### config.mk
export PLATFORM = sky130hd
export DESIGN_NAME = sdram_port_arbiter
export DESIGN_NICKNAME = d
export VERILOG_FILES = /design/src/rtl/sdram_pkg.sv /design/src/rtl/sdram_port_arbiter.sv
export SDC_FILE = /design/constraint.sdc
export NUM_CORES = 1
export LEC_CHECK = 0
export CELL_PAD_IN_SITES_DETAIL_PLACEMENT = 1
export CELL_PAD_IN_SITES_GLOBAL_PLACEMENT = 1
export CORE_ASPECT_RATIO = 1.25
export CORE_MARGIN = 10
export CORE_UTILIZATION = 32
export DETAILED_ROUTE_END_ITERATION = 8
export PLACE_DENSITY = 0.89
export RECOVER_POWER = 25
export SYNTH_ARGS = -nofsm -noshare
export SYNTH_HDL_FRONTEND = slang
export SYNTH_SLANG_ARGS = --single-unit
### constraint.sdc
create_clock -name sdram_clk -period 2.7 [get_ports sdram_clk]
set_input_delay 0.54 -clock sdram_clk [delete_from_list [all_inputs] [get_ports sdram_clk]]
set_output_delay 0.54 -clock sdram_clk [all_outputs]
set_load 0.05 [all_outputs]
### src/rtl/sdram_pkg.sv
// Shared SDRAM definitions: default bus widths and the arbiter state encoding.
package sdram_pkg;

    localparam int SDRAM_ADDR_W = 25;
    localparam int SDRAM_DATA_W = 16;

    typedef enum logic [1:0] {
        ST_IDLE     = 2'd0,
        ST_RD_ISSUE = 2'd1,
        ST_RD_WAIT  = 2'd2,
        ST_WR_ISSUE = 2'd3
    } arb_state_e;

endpackage

### src/rtl/sdram_port_arbiter.sv
// Two-port SDRAM arbiter: display reads win unless a write has been starved,
// one command outstanding at a time, with a read-data timeout.
module sdram_port_arbiter
    import sdram_pkg::*;
#(
    parameter int ADDR_W     = SDRAM_ADDR_W,
    parameter int DATA_W     = SDRAM_DATA_W,
    parameter int STARVE_MAX = 8,
    parameter int TIMEOUT    = 255
) (
    input  logic              sdram_clk,
    input  logic              rst,
    input  logic              rd_req,
    input  logic [ADDR_W-1:0] rd_addr,
    output logic              rd_gnt,
    output logic [DATA_W-1:0] rd_data,
    output logic              rd_valid,
    output logic              rd_err,
    input  logic              wr_req,
    input  logic [ADDR_W-1:0] wr_addr,
    input  logic [DATA_W-1:0] wr_data,
    output logic              wr_gnt,
    output logic [ADDR_W-1:0] m_address,
    output logic              m_read,
    output logic              m_write,
    output logic [DATA_W-1:0] m_writedata,
    input  logic [DATA_W-1:0] m_readdata,
    input  logic              m_readdatavalid,
    input  logic              m_waitrequest,
    output logic              busy
);

    localparam int SC_W = $clog2(STARVE_MAX + 1);
    localparam int TO_W = $clog2(TIMEOUT + 1);

    arb_state_e        state_q, state_d;
    logic [SC_W-1:0]   starve_q, starve_d;
    logic [TO_W-1:0]   to_q, to_d;
    logic [ADDR_W-1:0] addr_q, addr_d;
    logic [DATA_W-1:0] wdata_q, wdata_d;
    logic [DATA_W-1:0] rd_data_q, rd_data_d;
    logic              m_read_q, m_read_d;
    logic              m_write_q, m_write_d;
    logic              rd_gnt_q, rd_gnt_d;
    logic              wr_gnt_q, wr_gnt_d;
    logic              rd_valid_q, rd_valid_d;
    logic              rd_err_q, rd_err_d;
    logic              busy_q, busy_d;
    logic              wr_pending;

    // wr_gnt is registered, so during its pulse the loader still holds the
    // request it just had accepted; masking it avoids issuing that write twice.
    assign wr_pending = wr_req && !wr_gnt_q;

    always_comb begin
        state_d    = state_q;
        starve_d   = starve_q;
        to_d       = to_q;
        addr_d     = addr_q;
        wdata_d    = wdata_q;
        rd_data_d  = rd_data_q;
        m_read_d   = 1'b0;
        m_write_d  = 1'b0;
        rd_gnt_d   = 1'b0;
        wr_gnt_d   = 1'b0;
        rd_valid_d = 1'b0;
        rd_err_d   = 1'b0;
        case (state_q)
            ST_IDLE: begin
                if (!wr_pending) begin
                    starve_d = '0;
                end
                if (rd_req && (!wr_pending || starve_q < SC_W'(STARVE_MAX))) begin
                    state_d  = ST_RD_ISSUE;
                    addr_d   = rd_addr;
                    m_read_d = 1'b1;
                end else if (wr_pending) begin
                    state_d   = ST_WR_ISSUE;
                    addr_d    = wr_addr;
                    wdata_d   = wr_data;
                    m_write_d = 1'b1;
                end
            end
            ST_RD_ISSUE: begin
                if (!m_waitrequest) begin
                    state_d  = ST_RD_WAIT;
                    rd_gnt_d = 1'b1;
                    to_d     = '0;
                    if (wr_req && starve_q != SC_W'(STARVE_MAX)) begin
                        starve_d = starve_q + SC_W'(1);
                    end
                end else begin
                    m_read_d = 1'b1;
                end
            end
            ST_RD_WAIT: begin
                if (m_readdatavalid) begin
                    state_d    = ST_IDLE;
                    rd_data_d  = m_readdata;
                    rd_valid_d = 1'b1;
                end else if (to_q == TO_W'(TIMEOUT - 1)) begin
                    state_d  = ST_IDLE;
                    rd_err_d = 1'b1;
                end else begin
                    to_d = to_q + TO_W'(1);
                end
            end
            ST_WR_ISSUE: begin
                if (!m_waitrequest) begin
                    state_d  = ST_IDLE;
                    wr_gnt_d = 1'b1;
                    starve_d = '0;
                end else begin
                    m_write_d = 1'b1;
                end
            end
            default: state_d = ST_IDLE;
        endcase
        busy_d = (state_d != ST_IDLE);
    end

    always_ff @(posedge sdram_clk) begin
        if (rst) begin
            state_q    <= ST_IDLE;
            starve_q   <= '0;
            to_q       <= '0;
            addr_q     <= '0;
            wdata_q    <= '0;
            rd_data_q  <= '0;
            m_read_q   <= 1'b0;
            m_write_q  <= 1'b0;
            rd_gnt_q   <= 1'b0;
            wr_gnt_q   <= 1'b0;
            rd_valid_q <= 1'b0;
            rd_err_q   <= 1'b0;
            busy_q     <= 1'b0;
        end else begin
            state_q    <= state_d;
            starve_q   <= starve_d;
            to_q       <= to_d;
            addr_q     <= addr_d;
            wdata_q    <= wdata_d;
            rd_data_q  <= rd_data_d;
            m_read_q   <= m_read_d;
            m_write_q  <= m_write_d;
            rd_gnt_q   <= rd_gnt_d;
            wr_gnt_q   <= wr_gnt_d;
            rd_valid_q <= rd_valid_d;
            rd_err_q   <= rd_err_d;
            busy_q     <= busy_d;
        end
    end

    assign rd_gnt      = rd_gnt_q;
    assign wr_gnt      = wr_gnt_q;
    assign rd_valid    = rd_valid_q;
    assign rd_err      = rd_err_q;
    assign rd_data     = rd_data_q;
    assign m_address   = addr_q;
    assign m_writedata = wdata_q;
    assign m_read      = m_read_q;
    assign m_write     = m_write_q;
    assign busy        = busy_q;

endmodule

* Yosys cells after proc, flatten, opt, wreduce, memory -nomap -nowiden
Cells that the tools add are included.
** Operators by class
- Reduce and logical (&&, ||, !) cells :: 20
- Bitwise gates (word level) :: 4
- Add/sub/neg operators :: 2
- Order comparisons :: 1
- Multiplexer cells :: 27
- Eq/ne operators :: 11
** Operators with widths (number)
- $mux W25 :: 2
- $mux W8 :: 3
- $mux W4 :: 4
- $pmux W8 S2 :: 1
- $mux W2 :: 6
- $ne A2 B2 Y1 const B :: 6
- $pmux W4 S3 :: 1
- $add A8 B1 Y8 const B :: 1
- $eq A8 B8 Y1 const B :: 1
- $pmux W2 S4 :: 1
- $mux W1 :: 7
- $reduce_bool A2 Y1 :: 3
- $reduce_or A2 Y1 :: 3
- $reduce_and A5 Y1 :: 1
- $add A4 B1 Y4 const B :: 1
- $eq A2 B2 Y1 const B :: 2
- $lt A4 B4 Y1 const B :: 1
- $ne A4 B4 Y1 const B :: 1
- $not A1 Y1 :: 4
- $pmux W1 S2 :: 2
- $reduce_and A2 Y1 :: 2
- $reduce_and A4 Y1 :: 1
- $logic_and A1 B1 Y1 :: 3
- $reduce_and A3 Y1 :: 1
- other kinds (6) :: 7
** Storage, ports and cells
- Register bits after elaboration :: 78
- Input port bits :: 88
- Logic and storage cells :: 78

* Longest topological paths before layout
- Word-level depth :: 8
- Mapped depth :: 8
- Gate-level depth less buffers :: 6

* Worst setup path after synthesis
OpenSTA, ideal clock, no wires.
- Path kind :: register to register
- Start point :: reg wr_gnt_q (netlist: wr_gnt)
- End point :: reg starve_q[3]
- Library setup time :: 76 ps
- Arrival time :: 1640 ps
- Buffers on the path :: 0
- Data required time :: 2624 ps
- Slack :: 984 ps
- Stages on the path, launching flop included :: 5
- Cell sequence :: dfxtp_1 -> nand3b_4 -> nand2_1 -> or4_1 -> a21boi_0
** Between the ends
- Word-level cells in the longest chain between the ends :: 4
** RTL lines
- start: declaration :: RTL line sdram_port_arbiter.sv:45 : logic wr_gnt_q, wr_gnt_d;
- start signal: assignment :: RTL line sdram_port_arbiter.sv:147 : wr_gnt_q <= wr_gnt_d;
- $logic_not A1 Y1 :: RTL line sdram_port_arbiter.sv:53 : assign wr_pending = wr_req && !wr_gnt_q;
- $logic_and A1 B1 Y1 :: RTL line sdram_port_arbiter.sv:53
- $ne A2 B2 Y1 (no source line)
- $reduce_and A5 Y1 (no source line)
- end signal: assignment :: RTL line sdram_port_arbiter.sv:139 : starve_q <= starve_d;
- end: declaration :: RTL line sdram_port_arbiter.sv:37 : logic [SC_W-1:0] starve_q, starve_d;
Every way passes these cells.
A chain may end at the register's enable or synchronous reset.

* Final worst setup path
- Start point :: in rst
- End point :: reg wdata_q[15] (netlist: m_writedata[15])
** RTL lines
- start: declaration :: RTL line sdram_port_arbiter.sv:12 : input logic rst,
- end signal: assignment :: RTL line sdram_port_arbiter.sv:142 : wdata_q <= wdata_d;
- end: declaration :: RTL line sdram_port_arbiter.sv:40 : logic [DATA_W-1:0] wdata_q, wdata_d;
No word-level cell between the ends.

==> run_results.csv <==
group,metric,value,unit
status,outcome,"finished, final reports clean",
setup_path,critical_path.startpoint_type,"input port",
cts,post_cts.repair.setup_buffers,0,
global_route,grt_first_pass_wirelength,20100,um
sta,setup_total_negative_slack,0,ns
routing,average_detailed_routed_wire_length_per_instance,18.9,um
pwr,leakagePower,0.00194,uW
pwr,finalPower,4950,uW
place,gpl.final_weighted_congestion,0.771,
setup_path,critPathArrivalTime,2.40,ns
setup_path,critPathMaxFanout,33,
setup_path,critical_path.max_stage_delay,1.04,ns
pwr,power.density_cell_area,936,mW/mm^2
sta,maxSlewViolCount,0,
floorplanning,placement_rows,42,
run,drv_cap,0,
routing,drt_first_iter_violations,139,
yosys,synthesis.nets,492,
pwr,peakVddDrop,0.452,mV
cts,htreeDepth,3,
cts,cts.sinks,78,
routing,remaining_drc_errors,0,
floorplanning,floorplan.die.height,136,um
global_route,grt_pass1_vias,3848,
cts,cts_resized,0,
layout,layout.nets,635,
routing,detailroute.via_count,3572,
global_route,overflow,0,
yosys,post_synth_instance_area,0.00344,sq mm
yosys,seq_area_frac_synth,0.454,
setup_path,criticalPathCategory,"input port to flip-flop",
sta,number_of_setup_violations_in_the_final_report,0,
place,place.detailed.hpwl,9540,um
yosys,synth.avg_cell_area,8.69,sq um
routing,route.detailed.vias_per_inst,5.28,
place,numPortBuffers,151,
cts,tritoncts,"done",
yosys,synthesis.instances,396,
sta,max_slew_margin,0.0169,
setup_path,crit_path_cell_trace,"clkbuf_1, clkbuf_2, nor2_1",
cts,total_of_hold_buffers_inserted_after_clock_tree_synthesis,0,
sta,clock_period_minus_worst_slack,2.21,ns
setup_path,critical_path.endpoint_type,"flip-flop",
cts,cts_buffers,9,
cts,clk_pin_slew_worst_paths,0.06,ns
floorplanning,dieWidth,113,um
floorplanning,io_pins,152,
routing,routed_wl,12800,um
sta,report.final.hold_viol_count,0,
global_route,grt_start_max_net_pins,52,
hold_path,timing.hold.worst.class,"flip-flop to flip-flop",
yosys,ys_dominant_reg_cell,"dfxtp_1",
sta,fin_skew,0.00885,ns
sta,fin_crit_sh,0.818,
sta,maxClockFrequency,453,MHz
cts,worst_skew_pair.late_latency,0.34,ns
cts,clockRootBuffer,"clkbuf_16",
layout,final_layout_size_suffix_gt1_frac,0.0570,
yosys,synth_warnings,0,
cts,largest_buffer_count_on_any_clock_path,2,
sta,rsz_0062_raised_after_global_routing,"false",
yosys,ys_seq_elements,78,
yosys,number_of_flops_mapped_to_enable_cells_by_yosys,0,
layout,area.growth.synth_to_final,53.8,%
floorplanning,core_area,0.0106,sq mm
yosys,synth.lib_cells_used.distinct,48,
floorplanning,dieArea,0.0153,sq mm
yosys,synth_area_leaders,"dfxtp_1, nand2_1, mux2i_1, a311oi_1, nor2_1",
routing,detailedRoute.firstPassIterationCount,4,
global_route,grt_usage,0.161,
floorplanning,start_util,0.326,
setup_path,critPathSlowestCell,"clkbuf_1",
routing,antenna_left,0,
global_route,initial_antenna_violation_count,1,
yosys,synthDominantAreaCellType,"dfxtp_1",
sta,worst_slew_pin_slew,1.47,ns
setup_path,cp.required,2.89,ns
yosys,asyncSetResetFlopFracSynth,0,
yosys,yosysTopAreaCellShare,0.454,
==> per-layer routing <==
| metal | up-vias | wire (um) | global-route usage |
|---|---|---|---|
| li1 | 1693 | - | - |
| met1 | 1755 | 4740 | 0.160 |
| met2 | 103 | 6830 | 0.298 |
| met3 | 21 | 869 | 0.0556 |
| met4 | 0 | 329 | 0.0671 |
| met5 | - | 0 | 0 |
==> cell usage after synthesis (2+ instances only) <==
| cell | instances |
|---|---|
| a211oi_1 | 2 |
| a21oi_1 | 24 |
| a311oi_1 | 25 |
| a31oi_1 | 3 |
| buf_1 | 2 |
| buf_2 | 8 |
| buf_4 | 3 |
| buf_6 | 4 |
| clkbuf_1 | 8 |
| dfxtp_1 | 78 |
| ha_1 | 8 |
| inv_1 | 8 |
| mux2i_1 | 22 |
| nand2_1 | 69 |
| nand2b_1 | 3 |
| nand3_1 | 30 |
| nand4_1 | 4 |
| nor2_1 | 47 |
| nor3_1 | 2 |
| nor3b_1 | 3 |
| o21ai_0 | 5 |
| o31ai_1 | 3 |
| or3_1 | 5 |
| or3_2 | 2 |
| or4_1 | 5 |
==> cell usage in the layout (no fill, tap or decap), types with 9 or more instances in the layout <==
cell type        count
clkdlybuf4s50_1    148
dfxtp_1             78
nand2_1             69
nor2_1              47
nand3_1             30
a311oi_1            25
a21oi_1             24
mux2i_1             22
clkbuf_16            9
==> cell type report <==
cell class | count | area, sq um
flip-flops and latches | 78 | 1560
fillers | 1221 | 5270
inverters | 8 | 30.0
repair buffers | 159 | 1570
diodes | 1 | 2.50
well taps | 132 | 165
multi-input cells | 283 | 1680
clock buffers | 13 | 240
clock inverters | 3 | 43.8
==> where the power goes <==
group | leakage [uW] | internal, uW | switching [uW]
combinational | 0.00116 | 775 | 1480
sequential | 0.000638 | 1380 | 130
clock | 0.000138 | 719 | 467
total | 0.00194 | 2880 | 2080
==> cells by family (layout without fill, tap and decap cells) <==
logic type | Yosys count | count (layout) | synth area share
DFF | 78 | 78 | 0.454
AOI/OAI and AO/OA | 71 | 71 | 0.145
and+or+nand+nor | 182 | 182 | 0.248
buffers and inverters | 35 | 183 | 0.0593
other | 0 | 1 | 0
adders and majority gates | 8 | 8 | 0.0291
muxes | 22 | 22 | 0.0640
==> per-stage QoR <==
stage | std cells | hold slack [ns] | util | instance area (sq um) | setup WS [ns]
after floorplan | 396 | 0.451 | - | 3440 | 0.984
after global placement | 660 | 0.443 | 0.474 | 5010 | 0.493
after detailed placement | 660 | 0.450 | 0.474 | 5010 | 0.393
after CTS | 676 | 0.465 | 0.501 | 5300 | 0.571
after global routing | 677 | 0.488 | 0.501 | 5290 | 0.372
final | 677 | 0.461 | 0.501 | 5290 | 0.491
==> worst max-delay path, delay by kind of cell <==
family / cells / cell delay [ns]
simple gates: 1 / 0.14
buf+inv: 2 / 1.69
==> flip-flops by register name, summed over array words and instances, names as in the netlist <==
signal and flops:
rd_gnt 1, rd_valid 1, starve_q 4, m_writedata 16
m_address 25, m_write 1, rd_data 16, m_read 1
to_q 8, busy 1, wr_gnt 1, rd_err 1
state_q 2
==> worst paths after layout <==
check | to | slack (ns) | start | cells after the start
worst max-delay path | m_writedata[15] | 0.49 | rst | 3
worst min-delay path | rd_data[15] | 0.46 | rd_data[15] | 2
worst max register to register | rd_data[3] | 0.75 | state_q[0] | 5
worst min register to register | rd_data[15] | 0.46 | rd_data[15] | 2
Note: power is estimated with default switching activity, not from simulation.
==> variant 1: new RTL, config.mk and constraints unchanged <==
Re-encode `arb_state_e` (4 states) as Gray code, 2 bits wide.
--- a/src/rtl/sdram_pkg.sv
+++ b/src/rtl/sdram_pkg.sv
@@ -7,6 +7,6 @@
     typedef enum logic [1:0] {
-        ST_IDLE     = 2'd0,
-        ST_RD_ISSUE = 2'd1,
-        ST_RD_WAIT  = 2'd2,
-        ST_WR_ISSUE = 2'd3
+        ST_IDLE     = 2'b00,
+        ST_RD_ISSUE = 2'b01,
+        ST_RD_WAIT  = 2'b11,
+        ST_WR_ISSUE = 2'b10
     } arb_state_e;
Behaviour: same outputs for any inputs over 4 cycles, from zero or initial values and one cycle with rst high; so few cycles prove little.
==> variant 1 against the unedited design <==
  * Global-route usage is 0.22 points lower
  * Via count decreased by 9.2%
  * Sequential share of layout area rose by 1.2 points
  * Worst setup slack improved by 0.059 ns
  * Sequential cell count stayed put
  * First-iteration DRC count fell by 40%
  * Cell count fell by 3.7%
  * Utilization rose by 2.4 points
  * Wire length down 8.7%
  * Die area decreased by 5.5%
  * Cell area down 3.8%
  * Area after synthesis shrank 6.6%
  * Critical path type unchanged
Power is not compared: it rests on default switching activity, and its combinational part moved more than twofold at a synthesized area within 25%.
==> variant 1: results (changes against the unedited design) <==
| Metric | Value |
|---|---|
| Status | finished, final reports clean |
| DR iter-0 viols | 84 (-40%) |
| Multi-input combinational area share | 29.75% (-1.9 points) |
| Max reg flops | 25 (unchanged) |
| Switching share of power | 31.21% |
| Largest net degree at the start of global routing | 51 (-1.9%) |
| Die area | 0.01448 sq mm (-5.5%) |
| Top-count cell post-synth | nand2_1 |
| Post-DP Area | 0.004833 sq mm (-3.5%) |
| Largest cells by area after synthesis | dfxtp_1, nand2_1, a311oi_1, nor2_1, mux2i_1 |
| Initial DRT Pass Iterations | 4 (unchanged) |
| Synthesized area per cell | 8.481 sq um (-2.4%) |
| Nets | 613 (-3.5%) |
| Fraction of cell area in non-clock buffers | 30.96% (+1.2 points) |
| Clock-cell share of area | 5.160% (-0.21 points) |
| Share of post-route cells with drive strength above 1 | 4.753% (-0.95 points) |
| Vias in the first global route | 3504 (-8.9%) |
| Post-cts resize count | 0 (unchanged) |
| Clock buf count | 15 (+2) |
| Synth Net Count | 471 (-4.3%) |
| Top cells by instance count after synthesis | nand2_1, dfxtp_1, nor2_1 |
| Filler cells | 1131 (-7.4%) |
| First-pass GRT wire length | 18300 microns (-9.1%) |
| Netlist cell types | 44 (-8.3%) |
| Initial antenna violation count | 0 (-1) |
| Sequential cell area share | 30.66% (+1.2 points) |
| Pre-CTS worst setup slack | 0.4063 ns (+0.01300 ns) |
| H-tree depth | 3 (unchanged) |
| Multi-input comb cells | 270 (-4.6%) |
| Post-DP HPWL | 8935 microns (-6.3%) |
| Clock Skew | 0.005418 ns (-0.003432 ns) |
| Worst relative slew slack | 57.00% (+55 points) |
| Global-route usage over all layers | 15.89% (-0.22 points) |
| # diodes | 0 (-1) |
| Static Leak | 1.957 nW |
| Logic inverters | 5 (-3) |
| Sequential cell count | 78 (unchanged) |
| Vias per cell | 4.977 (-5.7%) |
| Clock slew seen by the registers of the worst setup and hold paths | 0.05 ns |
| Cell Count Post-Placement | 636 (-3.6%) |
| Root buffer cell | clkbuf_16 |
| Maximum VDD drop | 0.2661 mV |
| Avg WL per Cell | 17.88 microns (-5.2%) |
| Final WL | 11660 microns (-8.7%) |
| Area occupied by multi-input gates | 0.001515 sq mm (-9.6%) |
| Final Wtd Congestion | 0.7977 (+3.5%) |
| Nonclk buf count | 157 (-1.3%) |
| Ys async rst share | 0% (unchanged) |
| # port buffers | 151 (unchanged) |
| Worst-path fanout max | 8 (-76%) |
| Post-synthesis sequential area ratio | 48.58% (+3.2 points) |
-- variant 1: worst max-delay path, stage by stage --
cell and delay, ns:
dlygate4sd3_1 0.64, mux2_1 0.41, a211o_1 0.34, or3_1 0.34, a21oi_1 0.15
-- variant 1: cell families (layout without fill, tap and decap cells) --
group	after synthesis	in the layout	share of synthesized area [%]
DFF	78	78	48.58
AOI/OAI and AO/OA	69	69	15.38
adders and majority gates	4	4	1.557
and+or+nand+nor	176	176	23.67
muxes	19	19	6.111
buffers and inverters	31	178	4.165
xor gates and xnor gates	2	2	0.5451
-- variant 1: path summary, 6_finish.rpt --
path	from	end	slack (ns)	cells past startpoint
hold / removal	rd_data[9]$_SDFFE_PP0P_	rd_data[9]$_SDFFE_PP0P_	0.45	2
setup / recovery	m_waitrequest	to_q[1]$_SDFFE_PP0P_	0.55	5
setup reg to reg	state_q[1]$_SDFF_PP0_	to_q[1]$_SDFFE_PP0P_	0.67	4
hold reg to reg	rd_data[9]$_SDFFE_PP0P_	rd_data[9]$_SDFFE_PP0P_	0.45	2
-- variant 1: routing by layer --
layer | track usage, % | vias to the layer above | part of all wire [%]
li1 | - | 1605 | -
met1 | 16.25 | 1520 | 39
met2 | 28.24 | 104 | 51
met3 | 5.871 | 16 | 8.3
met4 | 5.870 | 0 | 1.7
met5 | 0 | - | 0
-- variant 1: power groups by stage --
stage / combinational (mW) / sequential [mW] / clock, mW
CTS: 0.880 / 1.30 / 1.12
detailed placement: 0.874 / 1.32 / 0
global route: 0.924 / 1.31 / 1.16
floorplan: 0.247 / 1.58 / 0
finish: 0.866 / 1.30 / 1.08
global placement: 0.857 / 1.32 / 0
==> variant 2: new RTL, config.mk and constraints unchanged <==
Made on the original files. The package constant `SDRAM_ADDR_W` goes from 25 to 21.
--- a/src/rtl/sdram_pkg.sv
+++ b/src/rtl/sdram_pkg.sv
@@ -3,3 +3,3 @@
 
-    localparam int SDRAM_ADDR_W = 25;
+    localparam int SDRAM_ADDR_W = 21;
     localparam int SDRAM_DATA_W = 16;
Interface: changed (resized m_address, rd_addr and wr_addr); port bits go from 152 to 140. No check against the original RTL was run, so the function may have changed too.
==> variant 2 against the unedited design <==
  * The flow now finishes with violations (capacitance limit, slew limit)
  * Via count fell by 8.5%
  * Worst setup slack improved by 0.025 ns
  * Non-clock buffer count fell by 9
  * Power fell by 8.2%
  * Wire length fell by 8.1%
  * Sequential cell count fell by 4
  * Area after synthesis fell by 6.3%
  * Register-to-register slack got worse by 0.04 ns
  * Utilization rose by 1.3 points
  * Cell area fell by 5.7%
  * Cell count fell by 5.5%
  * Critical path depth did not move
  * Clock power fell by 7%
  * Largest cell class unchanged
  * Highest routed layer unchanged
==> variant 2: results (changes against the unedited design) <==
| Metric | Value |
|---|---|
| Status | finished, violations left |
| Failing checks | capacitance limit, slew limit |
| Worst-path fanout max | 33 (unchanged) |
| Vias in the first global route | 3575 (-7.1%) |
| Vias per cell | 5.105 (-3.3%) |
| Max-Cap Viols | 1 (+1) |
| Pre-CTS worst setup slack | 0.3903 ns (-0.002945 ns) |
| Vias after detailed routing | 3267 (-8.5%) |
| Netlist cell types | 42 (-13%) |
| Initial antenna violation count | 0 (-1) |
| WL met2 | 6046 microns (-11%) |
| Max reg flops | 21 (-16%) |
| Post-DP Area | 0.004720 sq mm (-5.8%) |
| Largest cells by area after synthesis | dfxtp_1, nand2_1, mux2i_1, a311oi_1, nor2_1 |
| DR iter-0 viols | 149 (+7.2%) |
| # diodes | 0 (-1) |
| First-pass GRT wire length | 19130 microns (-5.0%) |
| Top cells by instance count after synthesis | dfxtp_1, nand2_1, nor2_1 |
| CTS Buf Count | 9 (unchanged) |
| Largest net degree at the start of global routing | 41 (-21%) |
| Share of post-route cells with drive strength above 1 | 6.226% (+0.53 points) |
| Cell Count Post-Placement | 625 (-5.3%) |
| Nets | 598 (-5.8%) |
| Post-cts resize count | 0 (unchanged) |
| Synth Area in Compound Gates | 14.55% (about the same) |
| Worst relative slew slack | -5.078% (-6.8 points) |
| Final WL | 11740 microns (-8.1%) |
| Post-DP HPWL | 8890 microns (-6.8%) |
| Clock slew seen by the registers of the worst setup and hold paths | 0.06 ns (about the same) |
| Global-route usage over all layers | 16.47% (+0.36 points) |
| # port buffers | 139 (-7.9%) |
| XOR/XNOR Fraction of Synth Area | 0% (unchanged) |
| Synth Area in Adders | 3.103% (+0.19 points) |
| Final Wtd Congestion | 0.7941 (+3.1%) |
| Final Max Tran Viols | 34 (+34) |
| Worst-case clock buffer depth | 2 (unchanged) |
| Static Leak | 1.821 nW (-5.9%) |
| Met1 WL | 4388 microns (-7.4%) |
| Met3 WL post-DR | 919 microns (+5.8%) |
| Mux contribution to synthesized area | 6.827% (+0.43 points) |
| Crit path DAT | 2.38 ns (-0.02 ns) |
| Post-synthesis sequential area ratio | 45.93% (+0.55 points) |
| Synth Net Count | 463 (-5.9%) |
| Switching pwr | 1.878 mW (-9.6%) |
| Initial DRT Pass Iterations | 4 (unchanged) |
| Clock Skew | 0.005820 ns (-0.003030 ns) |
| Mapped Cells | 375 (-5.3%) |
| Maximum VDD drop | 0.4267 mV (-5.5%) |
| CP max stage delay | 1.11 ns (+0.07 ns) |
[variant 2: cell types whose count changed after synthesis, moves of 3 or more]
cell and change:
nand3_1 -3, a311oi_1 -4, clkbuf_1 +7, dfxtp_1 -4
buf_4 -3, nor2_1 -5
[variant 2: routing by layer]
metal  vias to the layer above  global-route usage, %
li1                       1585                      -
met5                         -                      0
met4                         0                  7.754
met1                      1557                  17.34
met2                        97                  27.58
met3                        28                  6.507
[variant 2: power by group through the flow]
stage / clock [mW] / combinational, mW / sequential (mW)
floorplan: 0 / 0.685 / 2.06
global placement: 0 / 1.97 / 1.42
detailed placement: 0 / 2.03 / 1.44
CTS: 1.14 / 2.04 / 1.42
global route: 1.18 / 2.17 / 1.44
finish: 1.11 / 2.02 / 1.41
[variant 2: final cells by class]
class,instances,area [sq um]
clock inverter,2,12.51
tap,126,157.7
multi-input combinational,267,1569
fill,1150,4721
sequential,74,1481
clock buffer,13,260.3
inverter,8,30.03
timing repair buffer,150,1478
[variant 2: kinds of logic (layout without fill, tap and decap cells)]
| family | count (synthesis) | count (layout) |
|---|---|---|
| buffers and inverters | 34 | 173 |
| DFF | 74 | 74 |
| adders and majority gates | 8 | 8 |
| and+or+nand+nor | 169 | 169 |
| AOI/OAI and AO/OA | 68 | 68 |
| muxes | 22 | 22 |
[variant 2: worst paths after layout]
check	from	endpoint	slack, ns	cells after the start
hold reg to reg	rd_data[10]$_SDFFE_PP0P_	rd_data[10]$_SDFFE_PP0P_	0.46	2
hold / removal	rd_data[10]$_SDFFE_PP0P_	rd_data[10]$_SDFFE_PP0P_	0.46	2
setup / recovery	rst	rd_err$_SDFF_PP0_	0.52	3
setup reg to reg	state_q[0]$_SDFF_PP0_	starve_q[3]$_SDFFE_PP0P_	0.71	6
